===== src/rtl/mem_burst_arb_pkg.sv =====
// Shared types for the mem_burst_arb block: FSM states, operation kind, stats width.
package mem_burst_arb_pkg;

  typedef enum logic [1:0] {
    IDLE,
    RD_BUSY,
    WR_BUSY,
    DONE
  } arb_state_t;

  typedef enum logic {
    OP_RD,
    OP_WR
  } arb_op_t;

  localparam int unsigned STAT_BITS = 32;

endpackage


===== src/rtl/mem_burst_arb_rr_arbiter.sv =====
// Combinational round-robin picker: first asserted req at or above ptr, wrapping.
module rr_arbiter #(
  parameter int unsigned NUM_CH = 2
) (
  input  logic [NUM_CH-1:0]                            req,
  input  logic [$clog2(NUM_CH > 1 ? NUM_CH : 2)-1:0]   ptr,
  output logic [$clog2(NUM_CH > 1 ? NUM_CH : 2)-1:0]   grant,
  output logic                                         valid
);

  localparam int unsigned PW = $clog2(NUM_CH > 1 ? NUM_CH : 2);

  int unsigned idx;

  always_comb begin
    grant = '0;
    valid = 1'b0;
    idx   = 0;
    for (int unsigned k = 0; k < NUM_CH; k++) begin
      idx = (32'(ptr) + k) % NUM_CH;
      if (!valid && req[idx]) begin
        grant = PW'(idx);
        valid = 1'b1;
      end
    end
  end

endmodule


===== src/rtl/mem_burst_arb.sv =====
// N-channel round-robin burst arbiter in front of a single DDR4 burst port.
// Optional statistics counters are built when MEM_BURST_ARB_STATS_EN is defined.
module mem_burst_arb
  import mem_burst_arb_pkg::*;
#(
  parameter int unsigned NUM_CH        = 2,
  parameter int unsigned MEM_DATA_BITS = 256,
  parameter int unsigned ADDR_BITS     = 28,
  parameter int unsigned LEN_BITS      = 10
) (
  input  logic                              mem_clk,
  input  logic                              rst,
  input  logic                              init_calib_complete,
  input  logic [NUM_CH-1:0]                 ch_rd_req,
  input  logic [NUM_CH*LEN_BITS-1:0]        ch_rd_len,
  input  logic [NUM_CH*ADDR_BITS-1:0]       ch_rd_addr,
  output logic [MEM_DATA_BITS-1:0]          ch_rd_data,
  output logic [NUM_CH-1:0]                 ch_rd_data_valid,
  output logic [NUM_CH-1:0]                 ch_rd_finish,
  input  logic [NUM_CH-1:0]                 ch_wr_req,
  input  logic [NUM_CH*LEN_BITS-1:0]        ch_wr_len,
  input  logic [NUM_CH*ADDR_BITS-1:0]       ch_wr_addr,
  input  logic [NUM_CH*MEM_DATA_BITS-1:0]   ch_wr_data,
  output logic [NUM_CH-1:0]                 ch_wr_data_req,
  output logic [NUM_CH-1:0]                 ch_wr_finish,
  output logic                              rd_burst_req,
  output logic                              wr_burst_req,
  output logic [LEN_BITS-1:0]               rd_burst_len,
  output logic [LEN_BITS-1:0]               wr_burst_len,
  output logic [ADDR_BITS-1:0]              rd_burst_addr,
  output logic [ADDR_BITS-1:0]              wr_burst_addr,
  input  logic                              rd_burst_data_valid,
  input  logic [MEM_DATA_BITS-1:0]          rd_burst_data,
  input  logic                              rd_burst_finish,
  input  logic                              wr_burst_finish,
  input  logic                              wr_burst_data_req,
  output logic [MEM_DATA_BITS-1:0]          wr_burst_data
`ifdef MEM_BURST_ARB_STATS_EN
  ,
  output logic [NUM_CH*STAT_BITS-1:0]       stat_grant_cnt,
  output logic [STAT_BITS-1:0]              stat_busy_cnt
`endif
);

  localparam int unsigned PW = $clog2(NUM_CH > 1 ? NUM_CH : 2);

  arb_state_t              state;
  arb_op_t                 op;
  logic [PW-1:0]           ptr;
  logic [PW-1:0]           grant;
  logic [PW-1:0]           win;
  logic                    win_valid;
  logic                    grant_fire;
  logic                    zero_len;

  logic [LEN_BITS-1:0]      rd_len_a  [NUM_CH];
  logic [LEN_BITS-1:0]      wr_len_a  [NUM_CH];
  logic [ADDR_BITS-1:0]     rd_addr_a [NUM_CH];
  logic [ADDR_BITS-1:0]     wr_addr_a [NUM_CH];
  logic [MEM_DATA_BITS-1:0] wr_data_a [NUM_CH];

  always_comb begin
    for (int unsigned i = 0; i < NUM_CH; i++) begin
      rd_len_a[i]  = ch_rd_len[i*LEN_BITS +: LEN_BITS];
      wr_len_a[i]  = ch_wr_len[i*LEN_BITS +: LEN_BITS];
      rd_addr_a[i] = ch_rd_addr[i*ADDR_BITS +: ADDR_BITS];
      wr_addr_a[i] = ch_wr_addr[i*ADDR_BITS +: ADDR_BITS];
      wr_data_a[i] = ch_wr_data[i*MEM_DATA_BITS +: MEM_DATA_BITS];
    end
  end

  rr_arbiter #(
    .NUM_CH (NUM_CH)
  ) u_rr (
    .req   (ch_rd_req | ch_wr_req),
    .ptr   (ptr),
    .grant (win),
    .valid (win_valid)
  );

  assign grant_fire = (state == IDLE) && init_calib_complete && win_valid;

  function automatic logic [PW-1:0] ptr_after(input logic [PW-1:0] g);
    return (g == PW'(NUM_CH - 1)) ? '0 : g + 1'b1;
  endfunction

  always_ff @(posedge mem_clk) begin
    if (rst) begin
      state         <= IDLE;
      op            <= OP_RD;
      ptr           <= '0;
      grant         <= '0;
      zero_len      <= 1'b0;
      rd_burst_req  <= 1'b0;
      wr_burst_req  <= 1'b0;
      rd_burst_len  <= '0;
      wr_burst_len  <= '0;
      rd_burst_addr <= '0;
      wr_burst_addr <= '0;
    end else begin
      case (state)
        IDLE: begin
          if (grant_fire) begin
            grant    <= win;
            zero_len <= 1'b0;
            if (ch_rd_req[win]) begin
              op            <= OP_RD;
              rd_burst_len  <= rd_len_a[win];
              rd_burst_addr <= rd_addr_a[win];
              if (rd_len_a[win] != '0) begin
                rd_burst_req <= 1'b1;
                state        <= RD_BUSY;
              end else begin
                zero_len <= 1'b1;
                ptr      <= ptr_after(win);
                state    <= DONE;
              end
            end else begin
              op            <= OP_WR;
              wr_burst_len  <= wr_len_a[win];
              wr_burst_addr <= wr_addr_a[win];
              if (wr_len_a[win] != '0) begin
                wr_burst_req <= 1'b1;
                state        <= WR_BUSY;
              end else begin
                zero_len <= 1'b1;
                ptr      <= ptr_after(win);
                state    <= DONE;
              end
            end
          end
        end
        RD_BUSY: begin
          if (rd_burst_finish) begin
            rd_burst_req <= 1'b0;
            ptr          <= ptr_after(grant);
            state        <= DONE;
          end
        end
        WR_BUSY: begin
          if (wr_burst_finish) begin
            wr_burst_req <= 1'b0;
            ptr          <= ptr_after(grant);
            state        <= DONE;
          end
        end
        DONE: begin
          zero_len <= 1'b0;
          state    <= IDLE;
        end
        default: state <= IDLE;
      endcase
    end
  end

  // Zero-length grants report completion from DONE, one cycle after the decision.
  always_comb begin
    ch_rd_data_valid = '0;
    ch_wr_data_req   = '0;
    ch_rd_finish     = '0;
    ch_wr_finish     = '0;
    if (state == RD_BUSY) begin
      ch_rd_data_valid[grant] = rd_burst_data_valid;
      ch_rd_finish[grant]     = rd_burst_finish;
    end
    if (state == WR_BUSY) begin
      ch_wr_data_req[grant] = wr_burst_data_req;
      ch_wr_finish[grant]   = wr_burst_finish;
    end
    if (state == DONE && zero_len) begin
      if (op == OP_RD) ch_rd_finish[grant] = 1'b1;
      else             ch_wr_finish[grant] = 1'b1;
    end
  end

  assign ch_rd_data    = rd_burst_data;
  assign wr_burst_data = wr_data_a[grant];

`ifdef MEM_BURST_ARB_STATS_EN
  logic [STAT_BITS-1:0] grant_cnt [NUM_CH];

  always_ff @(posedge mem_clk) begin
    if (rst) begin
      for (int unsigned i = 0; i < NUM_CH; i++) grant_cnt[i] <= '0;
      stat_busy_cnt <= '0;
    end else begin
      for (int unsigned i = 0; i < NUM_CH; i++) begin
        if (grant_fire && 32'(win) == i) grant_cnt[i] <= grant_cnt[i] + 1'b1;
      end
      if (state == RD_BUSY || state == WR_BUSY) stat_busy_cnt <= stat_busy_cnt + 1'b1;
    end
  end

  always_comb begin
    for (int unsigned i = 0; i < NUM_CH; i++) begin
      stat_grant_cnt[i*STAT_BITS +: STAT_BITS] = grant_cnt[i];
    end
  end
`endif

endmodule


===== config.mk =====
export PLATFORM = sky130hd
export DESIGN_NAME = mem_burst_arb
export DESIGN_NICKNAME = d
export VERILOG_FILES = /design/src/rtl/mem_burst_arb_pkg.sv /design/src/rtl/mem_burst_arb_rr_arbiter.sv /design/src/rtl/mem_burst_arb.sv
export SDC_FILE = /design/constraint.sdc
export NUM_CORES = 1
export LEC_CHECK = 0
export CAP_MARGIN = 25
export CORE_AREA = 2 2 593 595
export DETAILED_ROUTE_END_ITERATION = 6
export DIE_AREA = 0 0 595 597
export DONT_BUFFER_PORTS = 1
export SYNTH_ARGS = -nofsm -noshare
export SYNTH_HDL_FRONTEND = slang
export SYNTH_SLANG_ARGS = --single-unit

===== constraint.sdc =====
create_clock -name mem_clk -period 1.8 [get_ports mem_clk]
set_input_delay 0.36 -clock mem_clk [delete_from_list [all_inputs] [get_ports mem_clk]]
set_output_delay 0.36 -clock mem_clk [all_outputs]
set_load 0.02 [all_outputs]

### After elaboration in Yosys (flattened, before gate mapping)

Index checks and enable logic that the tools add are counted.

* register bits after elaboration: 84
* bits of input ports: 931
* output and inout port bits: 598
* logic and storage cells: 131

* add/sub/neg operators: 3
* magnitude comparators: 7
* equality and inequality tests: 12
* multiplexer cells: 67
* bitwise logic cells: 10
* reductions and logical operators: 21

Operator list (number)
* two-way mux 256 bit: 3
* two-way mux 28 bit: 6
* two-way mux 10 bit: 6
* two-way mux 1 bit: 33
* two-way mux 2 bit: 13
* nonzero test 10 bit: 2
* AND reduction 5 bit: 2
* AND reduction 3 bit: 3
* AND 2 bit: 4
* < comparator 1 x 2 -> 1 bit (second input constant): 4
* != test 2 bit (second input constant): 4
* case mux 2 bit (4 select lines): 1
* != test 2 x 1 -> 1 bit (second input constant): 3
* != test 3 bit (second input constant): 2
* bitwise OR 2 bit: 3
* case mux 1 bit (2 select lines): 3
* AND reduction 6 bit: 1
* nonzero test 2 bit: 3
* logical AND 1 bit: 5
* equality test 2 bit (second input constant): 2
* >= comparator 2 bit (second input constant): 2
* NOT 1 -> 2 bit: 2
* AND reduction 2 bit: 2
* adder 1 bit (second input constant): 3
* 8 further kinds: 8

### Longest topological paths before layout

* depth after elaboration: 16
* gate-level depth with buffers: 8

### By module

From an unflattened synthesis, not the netlist that was laid out.

* cell total of the unflattened synthesis: 977
* area total of the unflattened synthesis: 9148.8 sq um

Modules (own cells, without submodules)
* mem_burst_arb: times used 1, cells each 974, area an instance 9131.3 sq um, sequential area each 1681.6 sq um
* rr_arbiter: times used 1, cells each 3, area an instance 17.5 sq um, sequential area each 0.0 sq um

### Worst setup path before layout

OpenSTA, ideal clock, no wires.

* path kind: reg-to-output
* start: register grant
* end: output wr_burst_data[183]
* data arrival time: 1538 ps
* setup slack: -98 ps
* stages on the path, launching flop included: 5
* buffers on the path: 3
* cells stage by stage: dfxtp_1 > clkbuf_1 > clkbuf_1 > clkbuf_1 > mux2_2

* longest elaborated chain between the ends: 4

Ends and longest elaborated chain
* start, declared: RTL line mem_burst_arb.sv:50 `logic [PW-1:0] grant;`
* start signal, assigned: RTL line mem_burst_arb.sv:104 `grant <= win;`
* NOT 1 -> 2 bit (implied by the code): RTL line mem_burst_arb.sv:177 `assign wr_burst_data = wr_data_a[grant];`
* two-way mux 256 bit (implied by the code) (3 in a row): RTL line mem_burst_arb.sv:177
* end, declared: RTL line mem_burst_arb.sv:37 `output logic [MEM_DATA_BITS-1:0] wr_burst_data`

No other way between the ends. The select of a mux whose other input is x is not followed.

### Worst setup path after layout

* start: register grant
* end: output wr_burst_data[81]

Same word-level chain as after synthesis.

==> metrics.txt <==
Max Root-Sink Buffers=2; Setup Viol. Count Final=277; HPWL after DPL=274,600 um; Cells after Synth=978; EDFF count, synth=0; CTS Hold Bufs=0; CTS clk-pin slew, worst paths=100 ps; CTS sink cnt=84; Seq/Total Area, Yosys=18.63%; DIE WIDTH=595 um; Worst-Skew Late Latency=390 ps; worst min path class=in2reg; yosys warns=0; vias in the first global route=8,319; share of layout cells above drive strength 1=70.85%; Distinct cells, synth=39; Worst slew margin=51.08%; final wirelength=288,100 um; Avg Inst Size Synth=9.230 sq um; non-filler cells, final=5,591; total I/O pin count=1,529; GRT overflow=0; DRC Markers=0; Pleak=4.732 nW; Buffers on Ports=0; Worst Clk Skew=27.50 ps; kind of critical path=reg2out; post-synthesis async set-or-reset flop share=0%; failing checks=negative setup slack; arrival time at the worst endpoint=1780 ps; top_reg_cell synth=dfxtp_1; placed insts=5,388; crit path time final=2138 ps; RSZ-0062 raised after global routing=yes; Fin Hold WS=54.46 ps; count of final hold-check violations=0; core region area=348,600 sq um; drt via density=1.735; CTS tree=yes; Layout area overhead=96.87%; Tot GR Track Use=15.49%; worst hold endpoint=rd_burst_addr[2]; Critical Path RT=1440 ps; largest net degree at the start of global routing=86; Yosys reg bits=84; Final Max Tran Viols=0; Initial Util=2.589%; Critical Path Most Common Cell=buf_16; drt first pass iters=5; Crit-path slowest cell=mux2_2; Setup crit end kind=output port; NumNets Final=1,798; Slew @ Worst Pin=727.1 ps; initial antenna violation count=309; Max Clk Rate=467.8 MHz; Design Power=16.38 mW; most frequent cells in the layout=mux2_4, buf_4, nor2_1; Post-DRT Antenna Nets=0; FF-to-FF path depth=8; total number of vias=9,702; die height=597 um; max_cap viols=0; cts bufs inserted=9; Crit Path Max Fanout=14; power per cell area=921.8 nW/um^2; final worst slack=-337.8 ps; Setup Slack @ Placement=-508.7 ps; drt wl/cell=51.53 um; initial drt markers=594; Reg-to-Reg End=zero_len; routability congestion estimate=0.9367; CP peak stage delay=480 ps; synthesized cell area=9027 sq um; Site Rows=217; r2r setup slk=-110 ps; worst path cell trace=buf_12, buf_16, buf_16, mux2_2; crit path launch type=flip-flop; commonest non-fill, non-tap cell in the layout=mux2_4; fin crit share=118.8%; HP Start=rst; first-pass GRT wire length=305,100 um; post-synth net total=1,913; R2R Path Start=ptr; htree depth=3; die area=355,200 sq um; status=finished, violations left; Hold Path Depth=1; CTS root buffer=clkbuf_16; Max IR drop VDD=603.6 uV
-- power by group --
part,switching [mW],internal (mW),total [mW]
Sequential,0.573,2.29,2.86
Clock,1.05,0.990,2.04
Combinational,6.73,4.75,11.5
-- area by class of cell --
class | instances | area [sq um]
antenna | 124 | 310.3
clock buffer | 9 | 225.2
clock inverter | 7 | 76.32
fill | 41080 | 330800
inverter | 4 | 15.01
multi-input combinational | 569 | 7136
sequential | 84 | 1689
tap | 4599 | 5754
timing repair buffer | 195 | 2566
-- synthesized netlist by cell type, types with 2 or more instances --
library cell | instances | area share (%)
buf_4 | 259 | 22
mux2_2 | 256 | 32
nor2_1 | 93 | 3.9
dfxtp_1 | 84 | 19
mux2i_1 | 79 | 8.8
a211oi_1 | 67 | 5.6
clkbuf_1 | 36 | 1.5
buf_2 | 19 | 1.1
a211oi_2 | 9 | 1.2
nand2_1 | 8 | 0.33
nor4_1 | 8 | 0.55
buf_6 | 7 | 0.87
a21oi_1 | 6 | 0.33
a31oi_1 | 4 | 0.28
ha_1 | 4 | 0.55
inv_1 | 4 | 0.17
nand3_1 | 4 | 0.22
nand2b_1 | 3 | 0.21
nor3_1 | 3 | 0.17
and3_1 | 2 | 0.14
nor2b_1 | 2 | 0.14
o2111ai_1 | 2 | 0.19
o21a_1 | 2 | 0.17
o21ai_0 | 2 | 0.11
-- metrics by stage --
stage | util (%) | setup TNS (ps) | instance area, sq um
2_1_floorplan | - | -1964 | 9042
3_3_place_gp | 3.974 | -46890 | 13850
3_5_place_dp | 3.980 | -47150 | 13870
4_1_cts | 4.841 | -81280 | 16880
5_1_grt | 5.063 | -82270 | 17650
6_report | 5.098 | -68050 | 17770
-- sequential cells by signal, summed over array words and instances, names as in the netlist --
register       cells
wr_burst_req       1
state              2
rd_burst_addr     28
op                 1
ptr                1
wr_burst_len      10
rd_burst_len      10
wr_burst_addr     28
zero_len           1
rd_burst_req       1
grant              1
-- worst max-delay path: cells and delay by family (launching register included) --
kind	cells	cell delay, ps
muxes	1	480
buffers and inverters	3	500
DFF	1	370
-- logic make-up (layout without fill, tap and decap cells) --
group                      after synthesis  count (layout)  share of synthesized area [%]
AOI/OAI and AO/OA                      100             100                          8.732
adders and majority gates                4               4                         0.5544
buffers and inverters                  325             215                          25.13
DFF                                     84              84                          18.63
muxes                                  335             335                          40.69
other                                    0             124                              0
and+or+nand+nor                        130             130                          6.265
-- metal layers --
metal | up-vias | track usage (%) | routed length (um)
met5 | - | 0.2164 | 1001
met4 | 140 | 4.192 | 9567
met3 | 617 | 21.29 | 84070
met2 | 1677 | 25.26 | 131900
met1 | 4136 | 9.546 | 61590
li1 | 3132 | - | -
-- worst max path at each step --
stage,start,to,slack [ps]
CTS,grant,wr_burst_data[44],-390
floorplan,grant,wr_burst_data[183],-100
detailed placement,state[1],ch_rd_finish[1],-510
global placement,ch_wr_req[1],rd_burst_addr[13],-680
global route,grant,wr_burst_data[95],-380
finish,grant,wr_burst_data[81],-340
-- timing repair --
action,in CTS,in global routing
cloned,12,7
pin swaps,9,25
buffers inserted,41,14
endpoints found under the setup margin,328,335
gates resized for setup,424,102
(Power assumes the default switching activity.)
